`config.mk`:
```
export PLATFORM = sky130hd
export DESIGN_NAME = hazard_ctrl
export DESIGN_NICKNAME = d
export VERILOG_FILES = /design/src/rtl/hazard_ctrl_pkg.sv /design/src/rtl/hazard_scoreboard.sv /design/src/rtl/hazard_ctrl.sv
export SDC_FILE = /design/constraint.sdc
export NUM_CORES = 1
export LEC_CHECK = 0
export ABC_AREA = 1
export CORE_ASPECT_RATIO = 0.75
export CORE_UTILIZATION = 56
export CTS_CLUSTER_DIAMETER = 100
export DETAILED_ROUTE_END_ITERATION = 10
export DONT_BUFFER_PORTS = 1
export PLACE_DENSITY = 0.74
export SETUP_SLACK_MARGIN = 0.02
export SLEW_MARGIN = 40
export SYNTH_ARGS = -nofsm -noshare
export SYNTH_HDL_FRONTEND = slang
export SYNTH_HIERARCHICAL = 1
export SYNTH_SLANG_ARGS = --single-unit
export TNS_END_PERCENT = 30
```
`constraint.sdc`:
```
create_clock -name clk -period 1.89 [get_ports clk]
set_clock_uncertainty 0.05 [all_clocks]
set_input_delay 0.378 -clock clk [delete_from_list [all_inputs] [get_ports clk]]
set_output_delay 0.378 -clock clk [all_outputs]
set_load 0.02 [all_outputs]
```
`src/rtl/hazard_ctrl_pkg.sv`:
```
// Shared core definitions for the five-stage ARM pipeline control.
// Holds register-index geometry, the default producer-to-WB depth and
// the ID/EX control word whose all-zero value is the bubble (NOP).
package hazard_ctrl_pkg;

  localparam int unsigned REG_IDX_W      = 4;
  localparam int unsigned NUM_REGS       = 16;
  localparam int unsigned DEF_PIPE_DEPTH = 2;

  localparam logic [REG_IDX_W-1:0] PC_REG = 4'd15;

  // Control word latched into ID/EX; a bubble loads IDEX_NOP.
  typedef struct packed {
    logic       wb_en;
    logic       mem_read;
    logic       mem_write;
    logic       b;
    logic       s;
    logic [3:0] exe_cmd;
  } idex_ctrl_t;

  localparam idex_ctrl_t IDEX_NOP = '0;

  // R15 is the PC: it is never tracked as an in-flight destination.
  function automatic logic is_pc_reg(input logic [REG_IDX_W-1:0] r);
    return r == PC_REG;
  endfunction

endpackage

```
`src/rtl/hazard_scoreboard.sv`:
```
// Per-register countdown scoreboard for in-flight destinations.
// Build option: HAZARD_FORWARD_EN selects load-use-only busy reporting.
// Ports:
//   clk, rst          clock, async active-high reset
//   advance_i         pipeline advances this edge
//   issue_i           ID instruction issues (writes back) this edge
//   dest_i            destination of the issuing instruction
//   mem_read_i        issuing instruction is a load
//   rd1_i, rd2_i      read-port register indices
//   busy1_c_o/2_c_o   combinational busy lookup for each read port
module hazard_scoreboard
  import hazard_ctrl_pkg::*;
#(
  parameter int unsigned PIPE_DEPTH = DEF_PIPE_DEPTH
) (
  input  logic                 clk,
  input  logic                 rst,
  input  logic                 advance_i,
  input  logic                 issue_i,
  input  logic [REG_IDX_W-1:0] dest_i,
  input  logic                 mem_read_i,
  input  logic [REG_IDX_W-1:0] rd1_i,
  input  logic [REG_IDX_W-1:0] rd2_i,
  output logic                 busy1_c_o,
  output logic                 busy2_c_o
);

  localparam int unsigned CNT_W = $clog2(PIPE_DEPTH + 1);

  logic [CNT_W-1:0]    cnt_q [NUM_REGS];
  logic [CNT_W-1:0]    cnt_d [NUM_REGS];
  logic [NUM_REGS-1:0] ld_q;
  logic [NUM_REGS-1:0] ld_d;

  // Entry storage; reset clears every pending writer immediately.
  always_ff @(posedge clk or posedge rst) begin
    if (rst) begin
      for (int r = 0; r < int'(NUM_REGS); r++) begin
        cnt_q[r] <= '0;
      end
      ld_q <= '0;
    end else begin
      for (int r = 0; r < int'(NUM_REGS); r++) begin
        cnt_q[r] <= cnt_d[r];
      end
      ld_q <= ld_d;
    end
  end

  // Decrement all live entries, then let a new issue overwrite its entry.
  always_comb begin
    for (int r = 0; r < int'(NUM_REGS); r++) begin
      cnt_d[r] = cnt_q[r];
    end
    ld_d = ld_q;
    if (advance_i) begin
      for (int r = 0; r < int'(NUM_REGS); r++) begin
        if (cnt_q[r] != '0) begin
          cnt_d[r] = cnt_q[r] - CNT_W'(1);
        end
      end
      if (issue_i && !is_pc_reg(dest_i)) begin
        cnt_d[dest_i] = CNT_W'(PIPE_DEPTH);
        ld_d[dest_i]  = mem_read_i;
      end
    end
  end

  // With forwarding only a load one edge past issue is unavailable.
  always_comb begin
`ifdef HAZARD_FORWARD_EN
    busy1_c_o = ld_q[rd1_i] && (cnt_q[rd1_i] == CNT_W'(PIPE_DEPTH));
    busy2_c_o = ld_q[rd2_i] && (cnt_q[rd2_i] == CNT_W'(PIPE_DEPTH));
`else
    busy1_c_o = cnt_q[rd1_i] != '0;
    busy2_c_o = cnt_q[rd2_i] != '0;
`endif
  end

endmodule

```
`src/rtl/hazard_ctrl.sv`:
```
// Pipeline hazard and flush controller: freeze/bubble on RAW hazards,
// one-cycle flush on a taken branch, full stall on memory wait states.
// Build option: HAZARD_FORWARD_EN (EX forwarding present, load-use only).
// Ports:
//   clk, rst                  clock, async active-high reset
//   id_valid, src1, src2,     ID instruction and its source operands
//   src1_valid, src2_valid
//   id_wb_en, id_mem_read,    ID instruction writeback / load / destination
//   id_dest
//   branch_taken              branch resolved taken in EX
//   mem_ready                 data memory completes this cycle
//   freeze_front              hold PC and IF/ID (combinational)
//   bubble                    load NOP into ID/EX (combinational)
//   flush                     clear IF/ID and ID/EX (combinational)
//   stall_all                 hold every pipeline register (combinational)
module hazard_ctrl
  import hazard_ctrl_pkg::*;
#(
  parameter int unsigned PIPE_DEPTH = DEF_PIPE_DEPTH
) (
  input  logic                 clk,
  input  logic                 rst,
  input  logic                 id_valid,
  input  logic [REG_IDX_W-1:0] src1,
  input  logic [REG_IDX_W-1:0] src2,
  input  logic                 src1_valid,
  input  logic                 src2_valid,
  input  logic                 id_wb_en,
  input  logic                 id_mem_read,
  input  logic [REG_IDX_W-1:0] id_dest,
  input  logic                 branch_taken,
  input  logic                 mem_ready,
  output logic                 freeze_front,
  output logic                 bubble,
  output logic                 flush,
  output logic                 stall_all
);

  logic busy1_c;
  logic busy2_c;
  logic hazard_c;
  logic issue_c;

  hazard_scoreboard #(
    .PIPE_DEPTH (PIPE_DEPTH)
  ) u_sb (
    .clk        (clk),
    .rst        (rst),
    .advance_i  (mem_ready),
    .issue_i    (issue_c),
    .dest_i     (id_dest),
    .mem_read_i (id_mem_read),
    .rd1_i      (src1),
    .rd2_i      (src2),
    .busy1_c_o  (busy1_c),
    .busy2_c_o  (busy2_c)
  );

  // Hazard detection and issue qualification; a flushed ID never issues.
  always_comb begin
    hazard_c = id_valid & ((src1_valid & busy1_c) | (src2_valid & busy2_c));
    issue_c  = mem_ready & id_valid & id_wb_en & ~hazard_c & ~branch_taken;
  end

  // Priority: memory stall, then branch flush, then hazard bubble.
  always_comb begin
    stall_all    = 1'b0;
    flush        = 1'b0;
    bubble       = 1'b0;
    freeze_front = 1'b0;
    if (!mem_ready) begin
      stall_all = 1'b1;
    end else if (branch_taken) begin
      flush = 1'b1;
    end else if (hazard_c) begin
      bubble       = 1'b1;
      freeze_front = 1'b1;
    end
  end

endmodule

```
==> summary.md, run 1 <==
| Metric | Value |
|---|---|
| CTS Buf Count | `5` |
| Antenna violation net count after detailed routing | `0` |
| CP cell instances | `o21ai_2 > nand2_1 > nand2_1 > nand3_1 > nand3_1 > nand2_1 > nand2_1 > nand2_2 > inv_2 > nor2_4` |
| Top cells by count, synth | `nand2_1 (75), o21ai_0 (66), dfrtp_1 (32)` |
| Initial antenna violation count | `0` |
| Clock Pin Slew Worst Setup and Hold Paths | `~60 ps` |
| Overall Power | `1.34 mW` |
| Number of port buffers | `0` |
| Power per Cell Area | `592 mW/mm²` |
| Root buffer cell | `clkbuf_8` |
| Critical path class | `reg -> out` |
| # hold bufs at CTS | `0` |
| Register area share after synthesis | `0.439` |
| Die width | `67.9 µm` |
| CTS Sinks | `32` |
| Post-DR vias/cell | `~5.6` |
| Maximum fanout along the worst path | `3` |
| Seq. cell area | `about 800 µm²` |
| Synth Net Count | `around 280` |
| Vert. Die Dim | `between 50 and 60 µm` |
| CTS tree | `yes` |
| Final Worst Setup Slack | `-95.3 ps` |
| Ports | `25` |
| Die Area | `roughly 0.0035 mm²` |
| Drt initial violations | `158` |
| Placed instance count | `319` |
| Cell area after synthesis | `about 0.0018 mm²` |
| Layout cell share with drive strength beyond 1 | `0.245` |
| Largest regs | `u_sb/cnt_q (32)` |
| Fillcell total | `between 200 and 300` |
| Yosys warnings | `6` |
| CP Launch Type | `flip-flop` |
| Largest net degree at the start of global routing | `45` |
| N_diodes | `0` |
| VDD IR max | `456 µV` |
| Worst Path Buf+Inv | `1` |
| Area of the multi-input gates | `about 990 µm²` |
| Starting Density | `0.604` |
| Worst Hold Class | `in -> async` |
| Main synth FF type | `dfrtp_1` |
| Leading area contributor after synthesis | `dfrtp_1` |
| Unrepaired setup endpoints after global routing | `true` |
| Area grow syn2layout | `23.8%` |
| Largest cells by area after synthesis | `dfrtp_1 (44%), o21ai_0 (18%), nand2_1 (15%)` |
| Max stage delay on crit path | `roughly 400 ps` |
| Violated checks | `negative setup slack` |
| Synth Register Bits | `32` |
| Worst setup EP type | `primary output` |
| Max FFs per register | `32` |
| Clock latency on the worst-skew pair | `~290 ps` |
| Post-synth cell types | `17` |
| Row count | `17` |
| Top-count cell post-synth | `nand2_1` |
| Final Util | `0.748` |
| Slew HR | `0.690` |
| Post-synth EDFFs | `0` |
| FFs w/ async S/R, synth | `1.00` |
| Maxcap violations | `0` |
| Critical Path Start | `u_sb/cnt_q[6]` |
| First-pass GRT wire length | `roughly 7500 µm` |
| Minimum clock period after layout | `1990 ps` |
| Final #Nets | `310` |
| Cell mode on critical path | `nand2_1` |
| Gp weighted congestion | `around 0.91` |
| Vias in the first global route | `between 1500 and 2000` |
| Worst Path Required | `approximately 1500 ps` |
| Critical Path AT | `about 1600 ps` |
| Worst-margin pin slew | `463 ps` |
| Grt ovf | `0` |
| Final Non-Filler Cells | `roughly 330` |
| Final setup TNS | `-474 ps` |
| Final-report hold violation count | `0` |
| Drt drc | `0` |
| Clock Tree Buf Depth | `2` |
| Vias | `approximately 1800` |
| Final Max Tran Viols | `0` |
| Syn_area_per_cell | `~7.0 µm²` |
| Finish-stage setup viols | `14` |
| HPWL Detailed | `about 3300 µm` |
| Slowest cell on crit path | `dfrtp_1` |
| Status | `finished with violations` |
| Placeable Area | `0.00302 mm²` |
| Area share of the largest cell type after synthesis | `0.439` |
| Pleak | `between 1 and 1.5 nW` |
| WL/cell | `roughly 15 µm` |
| DRT Wirelength | `roughly 4800 µm` |
| Pre-Repair DR Iteration Count | `5` |
| FF-to-FF Start | `u_sb/cnt_q[17]` |
| Largest reg by FF count | `u_sb/cnt_q` |
| Period utilization | `1.05` |
| Max Clk Rate | `~500 MHz` |
| Delay-heaviest family, CP | `simple AND/OR/NAND/NOR gates` |
| Mapped Cells | `roughly 260` |
| Total Routing Usage GR | `0.306` |
| H-Tree Depth | `2` |
==> power breakdown <==
group | switching [mW] | internal (mW) | total, mW | leakage [nW]
Combinational | 0.0768 | 0.0262 | 0.103 | 0.689
Sequential | 0.00196 | 0.687 | 0.689 | 0.447
Clock | 0.249 | 0.297 | 0.546 | 0.0455
Total | 0.328 | 1.01 | 1.34 | 1.18
==> timing repair <==
action	CTS	global route
gates resized for setup	27	35
pin swaps	5	12
setup buffers	1	0
endpoints found under the setup margin	32	32
==> final cells by class <==
class / instances / area share
Multi-Input combinational cell: 193 / 0.440
Sequential cell: 32 / 0.355
Timing Repair Buffer: 30 / 0.0997
Inverter: 27 / 0.0449
Clock buffer: 8 / 0.0399
Tap cell: 38 / 0.0211
==> path summary, 6_finish.rpt <==
| path | endpoint | slack, ps | depth (start not counted) |
|---|---|---|---|
| max in group asynchronous | u_sb/cnt_q[30] | 1480 | 2 |
| hold reg to reg | u_sb/cnt_q[12] | 510 | 2 |
| min in group clk | u_sb/cnt_q[24] | 130 | 1 |
| setup reg to reg | u_sb/cnt_q[28] | -50 | 15 |
| hold / removal | u_sb/cnt_q[26] | 6 | 2 |
| setup / recovery | freeze_front | -100 | 10 |
==> cell families after synthesis <==
kind of cell / count (synthesis) / share of synthesized area
buffers and inverters: 36 / 0.0782
DFF: 32 / 0.439
AOI/OAI and AO/OA: 69 / 0.191
and+or+nand+nor: 124 / 0.292
==> stage by stage <==
stage	instance area [µm²]	hold slack (ps)	worst slack (ps)
finish	2260	6.25	-95.3
global route	2260	57.1	-225
CTS	2190	22.8	-121
detailed placement	2060	328	-113
global placement	2060	329	-61.1
floorplan	1840	444	-41.5
==> metal layers <==
| layer | up-vias | routed length, µm | global-route usage |
|---|---|---|---|
| met5 | - | 0 | 0 |
| met4 | 0 | 95 | 0.125 |
| met3 | 12 | 310 | 0.0737 |
| met2 | 58 | 2230 | 0.495 |
| met1 | 847 | 2130 | 0.387 |
| li1 | 918 | - | - |
==> cells in the final DEF, fill, tap and decap left out, types with 2 or more instances in the layout <==
| cell type | n |
|---|---|
| o21ai_2 | 7 |
| o21ai_0 | 34 |
| nor3_2 | 3 |
| buf_4 | 30 |
| inv_2 | 3 |
| nor2_1 | 12 |
| inv_1 | 24 |
| nand3_2 | 5 |
| dfrtp_1 | 32 |
| nand2_4 | 2 |
| clkbuf_1 | 2 |
| nand2_1 | 63 |
| nand3_1 | 19 |
| nor2_2 | 3 |
| clkbuf_8 | 6 |
| nand2_2 | 10 |
| nand4_1 | 5 |
| o21ai_1 | 27 |
(Power assumes the default switching activity.)
==> inputs of run 2 (changes only) <==
==> constraint.sdc (replaced) <==
create_clock -name clk -period 1.8 [get_ports clk]
set_clock_uncertainty 0.05 [all_clocks]
set_input_delay 0.36 -clock clk [delete_from_list [all_inputs] [get_ports clk]]
set_output_delay 0.36 -clock clk [all_outputs]
set_load 0.02 [all_outputs]
==> summary.md, run 2 (same netlist as run 1, synthesis figures left out) <==
| Metric | Value |
|---|---|
| Status | `finished with violations` |
| Violated checks | `negative hold slack, negative setup slack` |
| First-pass GRT wire length | `about 7600 µm` |
| # hold bufs at CTS | `0` |
| Commonest non-fill, non-tap cell in the layout | `nand2_1` |
| Delay-heaviest family, CP | `simple AND/OR/NAND/NOR gates` |
| Antenna violation net count after detailed routing | `0` |
| Max Clk Rate | `approximately 470 MHz` |
| Hold slack | `-11.1 ps` |
| Worst setup EP type | `primary output` |
| Maxcap violations | `0` |
| Final Util | `0.769` |
| Die width | `67.9 µm` |
| Post-DR vias/cell | `~5.6` |
| Slew HR | `0.723` |
| Power per Cell Area | `approximately 660 mW/mm²` |
| Vias | `approximately 1900` |
| Maximum fanout along the worst path | `2` |
| Layout cell share with drive strength beyond 1 | `0.246` |
| Worst Hold Class | `in -> async` |
| Number of port buffers | `0` |
| Pre-Repair DR Iteration Count | `5` |
| Cell mode on critical path | `nand2_2` |
| Minimum clock period after layout | `between 2000 and 2500 ps` |
| Max stage delay on crit path | `380 ps` |
| Pleak | `~1.2 nW` |
| Critical Path AT | `~1700 ps` |
| Starting Density | `0.604` |
| Row count | `17` |
| Max FFs per register | `32` |
| Final #Nets | `about 320` |
| Total Routing Usage GR | `0.309` |
| Period utilization | `1.19` |
| Drt drc | `0` |
| Placeable Area | `0.00302 mm²` |
| CP cell instances | `nor2_2 > o21ai_2 > nand2_1 > nand3_2 > nand3_1 > nand2_2 > nand2_2 > nand2_2 > buf_6 > inv_2 > nor2_4` |
| Final Worst Setup Slack | `-335 ps` |
| Largest regs | `u_sb/cnt_q (32)` |
| Ports | `25` |
| Clock latency on the worst-skew pair | `between 200 and 300 ps` |
| CTS Buf Count | `5` |
| Worst Path Buf+Inv | `2` |
| Initial antenna violation count | `0` |
| WL/cell | `about 15 µm` |
| Clock Pin Slew Worst Setup and Hold Paths | `about 70 ps` |
| Clock Tree Buf Depth | `2` |
| Largest net degree at the start of global routing | `33` |
| Area grow syn2layout | `27.3%` |
| Largest reg by FF count | `u_sb/cnt_q` |
| Setup WS pre-CTS | `-157 ps` |
| Critical path class | `reg -> out` |
| Grt ovf | `0` |
| Root buffer cell | `clkbuf_8` |
| VDD IR max | `~470 µV` |
| Drt initial violations | `between 150 and 200` |
| N_diodes | `0` |
| Vert. Die Dim | `about 51 µm` |
| Overall Power | `1.53 mW` |
| Slowest cell on crit path | `dfrtp_1` |
| CP Launch Type | `flip-flop` |
| Final setup TNS | `-4790 ps` |
| CTS tree | `yes` |
| DRT Wirelength | `between 5000 and 6000 µm` |
| Gp weighted congestion | `between 0.8 and 0.9` |
| Finish-stage setup viols | `32` |
| H-Tree Depth | `2` |
| Worst Path Required | `between 1000 and 1500 ps` |
| Final Max Tran Viols | `0` |
| HPWL Detailed | `roughly 3300 µm` |
| Commonest cells after routing, fill and taps aside | `nand2_1 (68), o21ai_1 (41), buf_4 (40), dfrtp_1 (32), o21ai_0 (23)` |
| Die Area | `around 0.0035 mm²` |
| Final-report hold violation count | `14` |
| CTS Sinks | `32` |
| Vias in the first global route | `1611` |
| Worst-margin pin slew | `just over 400 ps` |
| Unrepaired setup endpoints after global routing | `true` |
==> run 2: cell types whose count changed in the layout (fill, tap and decap cells not counted), sizes merged <==
cell    before  now
clkinv       0    1
buf         30   41
clkbuf       8    6
bufinv       0    1
==> run 2: area by class of cell <==
cell class / instances / area [µm²]
clock inverter: 2 / 35.0
multi-input combinational: 193 / 943
timing repair buffer: 41 / 312
clock buffer: 6 / 72.6
fill: 226 / 698
sequential: 32 / 801
inverter: 27 / 111
tap: 38 / 47.5
==> run 2: where the power goes <==
part	switching (mW)	internal, mW
Combinational	0.0805	0.0357
Clock	0.276	0.411
Sequential	0.00207	0.721
Total	0.359	1.17
==> run 2: final timing paths <==
path                                 from             end  slack, ps  cells past startpoint
max reg2reg                u_sb/cnt_q[25]  u_sb/cnt_q[12]       -270                     16
max                        u_sb/cnt_q[26]          bubble       -330                     11
max in group asynchronous             rst   u_sb/cnt_q[2]       1400                      2
min                                   rst   u_sb/cnt_q[1]        -10                      2
min reg2reg                 u_sb/cnt_q[5]   u_sb/cnt_q[4]        490                      2
min in group clk                mem_ready  u_sb/cnt_q[22]        110                      1
==> run 2: per-layer routing <==
layer | vias to the layer above | global-route usage | routed length [µm]
li1 | 942 | - | -
met1 | 861 | 0.433 | 2160
met2 | 88 | 0.439 | 2250
met3 | 16 | 0.114 | 496
met4 | 0 | 0.101 | 126
met5 | - | 0 | 0
==> run 2: what timing repair did <==
action                     4_1_cts  5_1_grt
cloned                           0        0
buffers inserted                 2        4
resized for setup               40       12
setup endpoints to repair       32       32
pin swaps                       13        7
==> run 2: per-stage QoR <==
stage / instance area (µm²) / std cells
after floorplan: 1880 / 261
after global placement: 2120 / 325
after detailed placement: 2120 / 325
after CTS: 2270 / 335
after global routing: 2320 / 339
final: 2320 / 339
